## config.mk

```make
export PLATFORM = sky130hd
export DESIGN_NAME = snoop_responder_flat
export DESIGN_NICKNAME = d
export VERILOG_FILES = /design/src/rtl/snoop_responder_if.sv /design/src/rtl/snoop_responder.sv /design/src/flat_wrapper.sv
export SDC_FILE = /design/constraint.sdc
export NUM_CORES = 1
export LEC_CHECK = 0
export ABC_AREA = 1
export BUFFER_PORTS_ARGS = -buffer_cell sky130_fd_sc_hd__buf_2
export CAP_MARGIN = 40
export CELL_PAD_IN_SITES_DETAIL_PLACEMENT = 0
export CELL_PAD_IN_SITES_GLOBAL_PLACEMENT = 1
export CORE_MARGIN = 4
export CORE_UTILIZATION = 33
export CTS_BUF_LIST = sky130_fd_sc_hd__clkbuf_16
export DETAILED_ROUTE_END_ITERATION = 10
export PLACE_DENSITY_LB_ADDON = 0.1
export SETUP_SLACK_MARGIN = 0.02
export SYNTH_ARGS = -nofsm -noshare
export SYNTH_HDL_FRONTEND = slang
export SYNTH_SLANG_ARGS = --single-unit
export TNS_END_PERCENT = 100
```

## constraint.sdc

```tcl
create_clock -name CLK -period 3 [get_ports CLK]
set_clock_uncertainty 0.15 [all_clocks]
set_input_delay 0.75 -clock CLK [delete_from_list [all_inputs] [get_ports CLK]]
set_output_delay 0.75 -clock CLK [all_outputs]
set_load 0.05 [all_outputs]
```

## src/rtl/snoop_responder_if.sv

```systemverilog
// ----------------------------------------------------------------------------
// snoop_responder_if
// Groups the coherence-bus snoop handshake and the dcache frame-array
// read/write port used by snoop_responder.
//
// Signals (direction as seen by the responder, modport slave):
//   ccwait        in   snoop request from the coherence controller
//   ccinv         in   snoop demands invalidation (BusRdX), valid with ccwait
//   ccsnoopaddr   in   snooped word address {tag[31:6], index[5:3], blk[2], byte[1:0]}
//   cctrans       out  snoop response / transfer active
//   ccwrite       out  block held Modified, data being supplied
//   snoop_dstore  out  data word driven onto the bus
//   dwait         in   bus has not yet accepted the current data word
//   cache_busy    in   dcache mid-transaction, new snoops deferred
//   snp_idx       out  frame index presented to the dcache arrays
//   snp_tag/valid/dirty/data0/data1  in  combinational array read at snp_idx
//   st_wen/st_valid/st_dirty         out frame state write at snp_idx
// modport master is the environment side (bus plus dcache arrays).
// ----------------------------------------------------------------------------
interface snoop_responder_if;
    localparam int unsigned ADDR_W = 32;
    localparam int unsigned TAG_W  = 26;
    localparam int unsigned IDX_W  = 3;
    localparam int unsigned DATA_W = 32;

    logic              ccwait;
    logic              ccinv;
    logic [ADDR_W-1:0] ccsnoopaddr;
    logic              cctrans;
    logic              ccwrite;
    logic [DATA_W-1:0] snoop_dstore;
    logic              dwait;
    logic              cache_busy;
    logic [IDX_W-1:0]  snp_idx;
    logic [TAG_W-1:0]  snp_tag;
    logic              snp_valid;
    logic              snp_dirty;
    logic [DATA_W-1:0] snp_data0;
    logic [DATA_W-1:0] snp_data1;
    logic              st_wen;
    logic              st_valid;
    logic              st_dirty;

    modport slave (
        input  ccwait, ccinv, ccsnoopaddr, dwait, cache_busy,
        input  snp_tag, snp_valid, snp_dirty, snp_data0, snp_data1,
        output cctrans, ccwrite, snoop_dstore, snp_idx,
        output st_wen, st_valid, st_dirty
    );

    modport master (
        output ccwait, ccinv, ccsnoopaddr, dwait, cache_busy,
        output snp_tag, snp_valid, snp_dirty, snp_data0, snp_data1,
        input  cctrans, ccwrite, snoop_dstore, snp_idx,
        input  st_wen, st_valid, st_dirty
    );
endinterface

```

## src/rtl/snoop_responder.sv

```systemverilog
// ----------------------------------------------------------------------------
// snoop_responder
// Answers coherence snoops on behalf of a direct-mapped, two-word-block data
// cache. A snoop is captured in IDLE, looked up against the frame arrays,
// answered with a one-cycle response (miss / Shared) or a two-word write-back
// (Modified), and finally the frame state is downgraded or invalidated.
//
// Ports:
//   CLK           in   clock, rising edge
//   RST           in   asynchronous active-high reset
//   bus           snoop_responder_if.slave (snoop handshake + frame arrays)
//   snoop_hits    out  16-bit saturating count of lookup hits   (SNOOP_STATS_EN)
//   snoop_wbs     out  16-bit saturating count of write-backs   (SNOOP_STATS_EN)
//
// Build option: define SNOOP_STATS_EN to add the snoop_hits / snoop_wbs
// statistics outputs. Without it those ports and counters do not exist and
// the responder behaves identically otherwise.
//
// All outputs are registered and reflect the current FSM state only.
// ----------------------------------------------------------------------------
module snoop_responder (
    input  logic             CLK,
    input  logic             RST,
    snoop_responder_if.slave bus
`ifdef SNOOP_STATS_EN
    ,
    output logic [15:0]      snoop_hits,
    output logic [15:0]      snoop_wbs
`endif
);

    localparam int unsigned ADDR_W  = 32;
    localparam int unsigned TAG_W   = 26;
    localparam int unsigned IDX_W   = 3;
    localparam int unsigned DATA_W  = 32;
    localparam int unsigned TAG_LSB = 6;
    localparam int unsigned IDX_LSB = 3;
    localparam int unsigned CNT_W   = 16;

    typedef enum logic [2:0] {
        S_IDLE   = 3'd0,
        S_LOOKUP = 3'd1,
        S_RESP   = 3'd2,
        S_WB0    = 3'd3,
        S_WB1    = 3'd4,
        S_UPDATE = 3'd5
    } state_t;

    state_t             r_state;
    logic [TAG_W-1:0]   r_tag;
    logic               r_inv;
    logic               r_hit;
    logic               r_dirty;
    logic [IDX_W-1:0]   r_snp_idx;
    logic               r_cctrans;
    logic               r_ccwrite;
    logic [DATA_W-1:0]  r_dstore;
    logic               r_st_wen;
    logic               r_st_valid;
    logic               r_st_dirty;

    logic               w_hit;
    logic               w_upd_wen;
    logic               w_upd_valid;
    logic               w_unused_offset;

    // Tag compare against the frame currently presented on snp_idx.
    assign w_hit = bus.snp_valid && (bus.snp_tag == r_tag);

    // Frame state update for the UPDATE cycle:
    //   invalidating snoop on a hit      -> I
    //   plain read of a Modified block   -> S (clean copy kept)
    //   Shared hit without invalidation  -> untouched
    assign w_upd_wen   = r_hit && (r_inv || r_dirty);
    assign w_upd_valid = w_upd_wen && !r_inv;

    // Block and byte offsets do not take part in a whole-block snoop.
    assign w_unused_offset = ^bus.ccsnoopaddr[IDX_LSB-1:0];

    // Snoop FSM with registered outputs; every output defaults to 0 and is
    // set only on the transition into the state that owns it.
    always_ff @(posedge CLK or posedge RST) begin
        if (RST) begin
            r_state    <= S_IDLE;
            r_tag      <= '0;
            r_inv      <= 1'b0;
            r_hit      <= 1'b0;
            r_dirty    <= 1'b0;
            r_snp_idx  <= '0;
            r_cctrans  <= 1'b0;
            r_ccwrite  <= 1'b0;
            r_dstore   <= '0;
            r_st_wen   <= 1'b0;
            r_st_valid <= 1'b0;
            r_st_dirty <= 1'b0;
        end else begin
            r_cctrans  <= 1'b0;
            r_ccwrite  <= 1'b0;
            r_dstore   <= '0;
            r_st_wen   <= 1'b0;
            r_st_valid <= 1'b0;
            r_st_dirty <= 1'b0;

            case (r_state)
                S_IDLE: begin
                    r_snp_idx <= '0;
                    if (bus.ccwait && !bus.cache_busy) begin
                        r_tag     <= bus.ccsnoopaddr[ADDR_W-1:TAG_LSB];
                        r_snp_idx <= bus.ccsnoopaddr[TAG_LSB-1:IDX_LSB];
                        r_inv     <= bus.ccinv;
                        r_state   <= S_LOOKUP;
                    end
                end

                S_LOOKUP: begin
                    if (!bus.ccwait) begin
                        // Requester withdrew before any response: drop it.
                        r_snp_idx <= '0;
                        r_state   <= S_IDLE;
                    end else begin
                        r_hit     <= w_hit;
                        r_dirty   <= w_hit && bus.snp_dirty;
                        r_cctrans <= 1'b1;
                        if (w_hit && bus.snp_dirty) begin
                            r_ccwrite <= 1'b1;
                            r_dstore  <= bus.snp_data0;
                            r_state   <= S_WB0;
                        end else begin
                            r_state   <= S_RESP;
                        end
                    end
                end

                S_RESP: begin
                    if (!bus.ccwait) begin
                        r_snp_idx <= '0;
                        r_state   <= S_IDLE;
                    end else begin
                        r_st_wen   <= w_upd_wen;
                        r_st_valid <= w_upd_valid;
                        r_st_dirty <= 1'b0;
                        r_state    <= S_UPDATE;
                    end
                end

                // Write-back ignores ccwait: once data is on the bus the block
                // must be fully transferred and its state updated.
                S_WB0: begin
                    r_cctrans <= 1'b1;
                    r_ccwrite <= 1'b1;
                    if (bus.dwait) begin
                        r_dstore <= bus.snp_data0;
                    end else begin
                        r_dstore <= bus.snp_data1;
                        r_state  <= S_WB1;
                    end
                end

                S_WB1: begin
                    if (bus.dwait) begin
                        r_cctrans <= 1'b1;
                        r_ccwrite <= 1'b1;
                        r_dstore  <= bus.snp_data1;
                    end else begin
                        r_st_wen   <= w_upd_wen;
                        r_st_valid <= w_upd_valid;
                        r_st_dirty <= 1'b0;
                        r_state    <= S_UPDATE;
                    end
                end

                // Always returns through one IDLE cycle, so a ccwait held high
                // cannot chain straight into the next snoop.
                S_UPDATE: begin
                    r_snp_idx <= '0;
                    r_state   <= S_IDLE;
                end

                default: begin
                    r_snp_idx <= '0;
                    r_state   <= S_IDLE;
                end
            endcase
        end
    end

    assign bus.cctrans      = r_cctrans;
    assign bus.ccwrite      = r_ccwrite;
    assign bus.snoop_dstore = r_dstore;
    assign bus.snp_idx      = r_snp_idx;
    assign bus.st_wen       = r_st_wen;
    assign bus.st_valid     = r_st_valid;
    assign bus.st_dirty     = r_st_dirty;

`ifdef SNOOP_STATS_EN
    logic [CNT_W-1:0] r_snoop_hits;
    logic [CNT_W-1:0] r_snoop_wbs;

    // Saturating event counters: lookup hits and completed write-backs.
    always_ff @(posedge CLK or posedge RST) begin
        if (RST) begin
            r_snoop_hits <= '0;
            r_snoop_wbs  <= '0;
        end else begin
            if ((r_state == S_LOOKUP) && bus.ccwait && w_hit &&
                (r_snoop_hits != {CNT_W{1'b1}})) begin
                r_snoop_hits <= r_snoop_hits + CNT_W'(1);
            end
            if ((r_state == S_WB1) && !bus.dwait &&
                (r_snoop_wbs != {CNT_W{1'b1}})) begin
                r_snoop_wbs <= r_snoop_wbs + CNT_W'(1);
            end
        end
    end

    assign snoop_hits = r_snoop_hits;
    assign snoop_wbs  = r_snoop_wbs;
`endif

endmodule

```

## src/flat_wrapper.sv

```systemverilog
// flat-port wrapper written by rule: the top's interface ports become plain ports
module snoop_responder_flat 
  (CLK, RST, bus_ccwait, bus_ccinv, bus_ccsnoopaddr, bus_dwait, bus_cache_busy, bus_snp_tag, bus_snp_valid, bus_snp_dirty, bus_snp_data0, bus_snp_data1, bus_cctrans, bus_ccwrite, bus_snoop_dstore, bus_snp_idx, bus_st_wen, bus_st_valid, bus_st_dirty);
  snoop_responder_if bus_i ();
  input  logic CLK;
  input  logic RST;
  input wire logic [$bits(bus_i.ccwait)-1:0] bus_ccwait;
  input wire logic [$bits(bus_i.ccinv)-1:0] bus_ccinv;
  input wire logic [$bits(bus_i.ccsnoopaddr)-1:0] bus_ccsnoopaddr;
  input wire logic [$bits(bus_i.dwait)-1:0] bus_dwait;
  input wire logic [$bits(bus_i.cache_busy)-1:0] bus_cache_busy;
  input wire logic [$bits(bus_i.snp_tag)-1:0] bus_snp_tag;
  input wire logic [$bits(bus_i.snp_valid)-1:0] bus_snp_valid;
  input wire logic [$bits(bus_i.snp_dirty)-1:0] bus_snp_dirty;
  input wire logic [$bits(bus_i.snp_data0)-1:0] bus_snp_data0;
  input wire logic [$bits(bus_i.snp_data1)-1:0] bus_snp_data1;
  output wire logic [$bits(bus_i.cctrans)-1:0] bus_cctrans;
  output wire logic [$bits(bus_i.ccwrite)-1:0] bus_ccwrite;
  output wire logic [$bits(bus_i.snoop_dstore)-1:0] bus_snoop_dstore;
  output wire logic [$bits(bus_i.snp_idx)-1:0] bus_snp_idx;
  output wire logic [$bits(bus_i.st_wen)-1:0] bus_st_wen;
  output wire logic [$bits(bus_i.st_valid)-1:0] bus_st_valid;
  output wire logic [$bits(bus_i.st_dirty)-1:0] bus_st_dirty;
  assign bus_i.ccwait = bus_ccwait;
  assign bus_i.ccinv = bus_ccinv;
  assign bus_i.ccsnoopaddr = bus_ccsnoopaddr;
  assign bus_i.dwait = bus_dwait;
  assign bus_i.cache_busy = bus_cache_busy;
  assign bus_i.snp_tag = bus_snp_tag;
  assign bus_i.snp_valid = bus_snp_valid;
  assign bus_i.snp_dirty = bus_snp_dirty;
  assign bus_i.snp_data0 = bus_snp_data0;
  assign bus_i.snp_data1 = bus_snp_data1;
  assign bus_cctrans = bus_i.cctrans;
  assign bus_ccwrite = bus_i.ccwrite;
  assign bus_snoop_dstore = bus_i.snoop_dstore;
  assign bus_snp_idx = bus_i.snp_idx;
  assign bus_st_wen = bus_i.st_wen;
  assign bus_st_valid = bus_i.st_valid;
  assign bus_st_dirty = bus_i.st_dirty;
  snoop_responder u_core (.CLK(CLK), .RST(RST), .bus(bus_i));
endmodule
```

==> flow_metrics.tcl, run 1 <==
set metrics [dict create \
    synth-adder-area-share_pct 0 \
    fp.dieW_um 114 \
    crit_family "simple AND/OR/NAND/NOR gates" \
    synth_top_family_by_area "compound AO/OA/AOI/OAI gates" \
    routabilityCongestion 0.790 \
    cts_tree "built" \
    num_io_pins 170 \
    synth_compound_area_share_pct 19.1 \
    final_layout_size_suffix_gt1_share_pct 33.1 \
    grt_pass1_wl_um 16500 \
    max_freq_ghz 0.445 \
    worstPathCellList "buf_2 > inv_1 > a21boi_0 > nand2_1 > nor2_1 > nand2_1 > nor2_1 > nand3_4 > o21bai_1" \
    ant_nets 0 \
    place_hpwl_um 7560 \
    post_cts_buffers 0 \
    required_ps 3080 \
    timing.rr.start "u_core.r_state[2]" \
    slowest_stage "nand3_4" \
    start_util_pct 34.1 \
    report.final.slew_viol_count 0 \
    setup_tns_ps 0 \
    muxShareOfSynthArea_pct 2.71 \
    vias 3422 \
    rr_worst_depth 7 \
    root_buffer "clkbuf_16" \
    power.leakage_nw 3.01 \
    antenna_found_initial 0 \
    drc 0 \
    min_period_ps 2240 \
    r2r_slack_ps 890 \
    diodes 0 \
    port_buffers 165 \
    viasPerCell 4.50 \
    dieArea_mm2 0.0131 \
    postRouteWirelength_um 9980 \
    drtPass1Iterations 6 \
    r2r-end "u_core.bus.snoop_dstore[21]" \
    drt_iter0_drc 168 \
    cts_buffers 9 \
    synth_xor_area_share_pct 1.17 \
    htreeDepth 3 \
    fin_ws_ps 755 \
    rsz0062_at_grt "no" \
    fin_hold_ws_ps 306 \
    path_max_fanout 34 \
    max_slew.worst_pin.slew_ps 540 \
    crit_buf_inv 2 \
    netlist_area_mm2 0.00374 \
    insertion_delay_ps 320 \
    worstPathArrival_ps 2320 \
    cts_resized 0 \
    relSlewSlack_pct 64.0 \
    hold_buffers 0 \
    fin_nets 747 \
    hold_viol 0 \
    ir_drop_mv 0.231 \
    place_inst 746 \
    crit_path_max_incr_delay_ps 430 \
    grtUsageTotal_pct 15.8 \
    cts.clk_slew.worst_paths_ps 50 \
    synth-simple-area-share_pct 14.8 \
    area_growth_syn_to_layout_pct 33.0 \
    grt_max_degree 44 \
    die_y_um 114 \
    grt_pass1_vias 3489 \
    ys_ff_latch 71 \
    placement_rows 38 \
    end_kind "flip-flop" \
    power.density_mw_per_mm2 739 \
    yosysSeqAreaShare_pct 47.5 \
    cap_viol_max_count 0 \
    avgSynthCellArea_um2 8.27 \
    min_path_type "input port to async pin" \
    crit_type "input port to flip-flop" \
    synth_cell_types 32 \
    layout_worst_path_cycle_share_pct 74.8 \
    worstSetupStartpointType "input port" \
    clock_path_buffers 2 \
    finalSetupViolations 0 \
    syn_inst 452 \
    synth_fp_nets 582 \
    drt-wirelength-per-cell_um 13.1 \
    pre_cts_ws_ps 343 \
    status "finished clean" \
    grt_overflow_total 0 \
    core_mm2 0.0110 \
    final_util_pct 45.3 \
    stdcell_count 760 \
    num-fill-cells 1165 \
    clkSinkCount 71 \
    yosysWarnings 0 \
]
flip-flops by register name (all words and copies together), names as in the netlist:
signal,cells
u_core.r_dirty,1
u_core.bus.ccwrite,1
u_core.r_state,3
u_core.r_tag,26
u_core.bus.st_wen,1
u_core.bus.st_valid,1
u_core.r_inv,1
u_core.r_hit,1
u_core.bus.snoop_dstore,32
u_core.bus.snp_idx,3
u_core.bus.cctrans,1
worst register-to-register path, stage by stage (launching register included):
cell,delay [ps]
dfrtp_1,460
nor3_2,210
nand2_2,140
nor2_1,120
nand2_1,70
nor2_2,180
nand3_4,390
o21bai_1,310
layout make-up:
type | instances | area, um2 | area share [%]
clock buffer | 9 | 225 | 4.53
multi-input combinational | 244 | 1420 | 28.6
tap | 140 | 175 | 3.52
clock inverter | 5 | 20.0 | 0.403
inverter | 120 | 452 | 9.08
sequential | 71 | 1780 | 35.7
timing repair buffer | 171 | 903 | 18.2
layout by cell type (no fill, tap or decap), drive strengths merged:
cell,Yosys,routed
and2,1,1
o21ai,7,7
nand4,2,2
nand3,6,6
xor2,2,2
a21boi,1,1
nand2,85,85
dfrtp,71,71
clkbuf,8,9
o21bai,31,31
o31ai,1,1
buf,9,171
inv,119,120
clkinv,1,5
mux2,9,9
xnor2,3,3
a21oi,21,21
o22ai,1,1
o32ai,32,32
a22o,1,1
nor2,37,37
conb,1,1
nor3,3,3
worst max-delay path by stage:
stage / start / to / slack, ps / cells past startpoint
after floorplan: RST / u_core.bus.cctrans / 300 / 1
after global placement: bus_snp_tag[25] / u_core.bus.snoop_dstore[5] / 390 / 9
after detailed placement: bus_snp_tag[25] / u_core.bus.snoop_dstore[21] / 340 / 9
after CTS: bus_snp_tag[25] / u_core.bus.snoop_dstore[21] / 700 / 9
after global routing: bus_snp_tag[25] / u_core.bus.snoop_dstore[0] / 470 / 9
final: bus_snp_tag[25] / u_core.bus.snoop_dstore[21] / 760 / 9
through the flow:
| stage | area (um2) | total power [mW] |
|---|---|---|
| global placement | 4700 | 2.77 |
| detailed placement | 4730 | 2.82 |
| global route | 4970 | 3.98 |
| floorplan | 3740 | 2.42 |
| finish | 4970 | 3.68 |
| CTS | 4970 | 3.74 |
cells in the mapped netlist:
cell type / instances / area [um2]
xnor2_1: 3 / 26.3
nand4_1: 2 / 12.5
clkinv_1: 1 / 3.75
mux2_1: 3 / 33.8
o32ai_1: 32 / 280
o21bai_2: 8 / 90.1
and2_1: 1 / 6.26
conb_1: 1 / 3.75
o21ai_0: 7 / 35.0
nand3_4: 1 / 17.5
a22o_1: 1 / 8.76
buf_2: 5 / 25.0
mux2_2: 6 / 67.6
inv_1: 118 / 443
a21oi_1: 21 / 105
buf_4: 1 / 7.51
buf_6: 3 / 33.8
a21boi_0: 1 / 7.51
nand2_1: 83 / 312
nor2_2: 2 / 12.5
nor3_2: 2 / 20.0
clkbuf_1: 8 / 30.0
o31ai_1: 1 / 7.51
inv_2: 1 / 3.75
nand2_2: 2 / 12.5
xor2_1: 2 / 17.5
nor2_1: 35 / 131
nand3_1: 5 / 25.0
o21bai_1: 23 / 173
nor3_1: 1 / 5.00
dfrtp_1: 71 / 1780
o22ai_1: 1 / 6.26
logic make-up after synthesis:
group	Yosys count
compound gates	95
xor+xnor	5
buf+inv	137
flops	71
mux	9
other cells	1
simple gates	134
power breakdown:
part / leakage, nW / internal [mW] / switching [mW]
sequential: 0.905 / 1.24 / 0.134
combinational: 1.98 / 0.501 / 0.901
clock: 0.129 / 0.536 / 0.365
total: 3.01 / 2.28 / 1.40
per-layer routing:
layer / part of all wire [%] / GRT usage (%)
met1: 41 / 18.8
met2: 49 / 27.1
met3: 8.8 / 5.44
met4: 0.84 / 4.51
met5: 0 / 0
No activity file was read; power rests on OpenSTA's default activity.
==> run 2, diff against run 1 <==
ABC_AREA = 0   (was 1)
CORE_UTILIZATION = 30   (was 33)
clock period = 1.8 ns   (was 3 ns; I/O delays follow)
==> run 2 against run 1 <==
  * The flow now finishes with violations (setup timing)
  * Via count is 11% lower
  * Area after synthesis is 9.8% lower
  * Register-to-register slack worse by 1100 ps
  * Final cell count is 14% lower
  * Largest cell class unchanged
==> flow_metrics.tcl, run 2 <==
set metrics [dict create \
    path_depth 6 \
    final_layout_size_suffix_gt1_share_pct 48.1 \
    yosys.area.top_type "dfrtp_1" \
    place_inst 634 \
    ys_ff_latch 71 \
    r2r-end "u_core.bus.snoop_dstore[0]" \
    multiInputGateArea_mm2 0.00139 \
    clock_path_buffers 2 \
    cts.clk_slew.worst_paths_ps 60 \
    syn_inst 318 \
    pre_cts_ws_ps -356 \
    status "finished with violations" \
    fp.dieW_um 114 \
    required_ps 1890 \
    postRouteWirelength_um 9410 \
    synth_area_leaders "dfrtp_1 (53%), a32oi_1 (8.0%), mux2_2 (6.7%), inv_1 (5.0%), o21ai_1 (4.2%)" \
    power.density_mw_per_mm2 1220 \
    dieArea_mm2 0.0130 \
    grt_pass1_wl_um 15000 \
    max_freq_ghz 0.496 \
    power.leakage_nw 2.57 \
    yosysSeqAreaShare_pct 52.7 \
    min_period_ps 2020 \
    diodes 0 \
    netlist_area_mm2 0.00337 \
    worstPathArrival_ps 2110 \
    cts_tree "built" \
    placement_rows 38 \
    synth-main-ff-cell "dfrtp_1" \
    num-fill-cells 1116 \
    area_growth_syn_to_layout_pct 44.9 \
    die_y_um 114 \
    place_hpwl_um 7090 \
    num_io_pins 170 \
    synth_top_area_share_pct 52.7 \
    antenna_found_initial 0 \
    fin_ws_ps -216 \
    drc 0 \
    ir_drop_mv 0.424 \
    drtPass1Iterations 4 \
    avgSynthCellArea_um2 10.6 \
    crit_type "flip-flop to flip-flop" \
    grt_overflow_total 0 \
    r2r_slack_ps -220 \
    synth_cell_types 36 \
    synth.most_common_cell "dfrtp_1" \
    layout_worst_path_cycle_share_pct 112 \
    crit_buf_inv 1 \
    register_area_mm2 0.00178 \
    finalSetupViolations 35 \
    cap_viol_max_count 0 \
    grt_max_degree 72 \
    min_path_type "input port to async pin" \
    synth_fp_nets 448 \
    grtUsageTotal_pct 14.7 \
    timing.rr.start "u_core.r_tag[19]" \
    layout_commonest_cell "buf_2" \
    root_buffer "clkbuf_16" \
    slowest_stage "a2111o_1" \
    vias 3059 \
    synthArstFlopShare_pct 100 \
    synth-edff-count 0 \
    htreeDepth 3 \
    drt-wirelength-per-cell_um 14.5 \
    end_kind "flip-flop" \
    cts_buffers 9 \
    crit_family "simple AND/OR/NAND/NOR gates" \
    synth_commonest_cells "dfrtp_1 (71), inv_1 (45), a32oi_1 (31)" \
    crit_path_max_incr_delay_ps 420 \
    yosysWarnings 0 \
    stdcell_count 651 \
    clkSinkCount 71 \
    core_mm2 0.0109 \
    hold_viol 0 \
    port_buffers 165 \
    largest_reg_flops 32 \
    insertion_delay_ps 320 \
    worstPathCellList "nor2b_4 > a2111o_1 > nor4_4 > nand4_4 > buf_6 > o21ai_0" \
    report.final.slew_viol_count 0 \
    drt_iter0_drc 94 \
    ant_nets 0 \
    viasPerCell 4.70 \
    failed_checks "setup timing" \
    path_max_fanout 12 \
    rsz0062_at_grt "yes" \
    fin_nets 638 \
    rr_worst_depth 6 \
    routabilityCongestion 0.791 \
    start_util_pct 30.9 \
    worstSetupStartpointType "flip-flop" \
    grt_pass1_vias 3135 \
    final_cell_mix "buf_2 (165), dfrtp_1 (71), inv_1 (46)" \
]
-- run 2: cell count changes after synthesis, moves of 23 or more --
cell | previous run | this run
o21bai_1 | 23 | 0
a32oi_1 | 0 | 31
o21ai_1 | 0 | 28
nor2_1 | 35 | 5
o32ai_1 | 32 | 0
inv_1 | 118 | 45
nand2_1 | 83 | 19
-- run 2: layout make-up --
| class | count | share of cell area (%) |
|---|---|---|
| clock buffer | 9 | 4.61 |
| clock inverter | 5 | 0.409 |
| inverter | 45 | 3.53 |
| multi-input combinational | 183 | 28.3 |
| sequential | 71 | 36.3 |
| tap | 140 | 3.58 |
| timing repair buffer | 198 | 23.2 |
-- run 2: per-layer routing --
layer / part of all wire (%) / up-vias / track usage, %
met5: 0 / - / 0
li1: - / 1513 / -
met1: 43 / 1415 / 19.4
met3: 9.1 / 15 / 4.44
met4: 2.0 / 0 / 6.10
met2: 46 / 116 / 22.4
-- run 2: worst max path at each step --
stage / endpoint / startpoint / slack (ps)
final: u_core.bus.snoop_dstore[0] / u_core.r_tag[19] / -220
after global routing: u_core.bus.snoop_dstore[16] / u_core.r_tag[0] / -350
after CTS: u_core.bus.snoop_dstore[10] / u_core.r_tag[19] / -240
after detailed placement: u_core.bus.snoop_dstore[10] / bus_snp_tag[19] / -360
after global placement: u_core.bus.snoop_dstore[3] / bus_snp_tag[0] / -320
after floorplan: u_core.bus.snoop_dstore[10] / bus_snp_tag[19] / -40
-- run 2: kinds of logic after synthesis --
logic type             count (synthesis)  synth area share [%]
AO/OA/AOI/OAI                         91                  18.9
flip-flops                            71                  52.7
buffers and inverters                 64                  8.05
AND/OR/NAND/NOR                       56                  9.68
multiplexers                          21                  6.97
XOR/XNOR                              14                  3.63
other                                  1                 0.111
-- run 2: timing repair --
action                     CTS  global route
setup endpoints to repair   35            55
hold buffers                 0             0
pin swaps                    1             1
hold endpoints to repair     0             0
buffers inserted             3             0
resized for setup           11             5
-- run 2: per-stage QoR --
step	hold WS [ps]	setup TNS (ps)	utilization (%)	cell area (um2)	power, mW
after floorplan	272	-1220	-	3380	3.68
after global placement	298	-12470	41.7	4560	4.39
after detailed placement	312	-12770	41.7	4560	4.42
after CTS	89.6	-7110	44.6	4880	6.05
after global routing	121	-10400	44.7	4890	6.36
final	79.7	-6300	44.7	4890	5.95
-- run 2: worst register-to-register path, cell delays in order, from the launching register on --
cell	delay, ps
dfrtp_1	380
nor2b_4	130
a2111o_1	420
nor4_4	300
nand4_4	210
buf_6	200
o21ai_0	140
-- run 2: where the power goes --
part           switching (mW)  total, mW  internal (mW)  leakage [nW]
Clock                   0.619       1.51          0.894         0.129
Sequential              0.221       2.26           2.04         0.928
Combinational            1.19       2.18          0.989          1.51
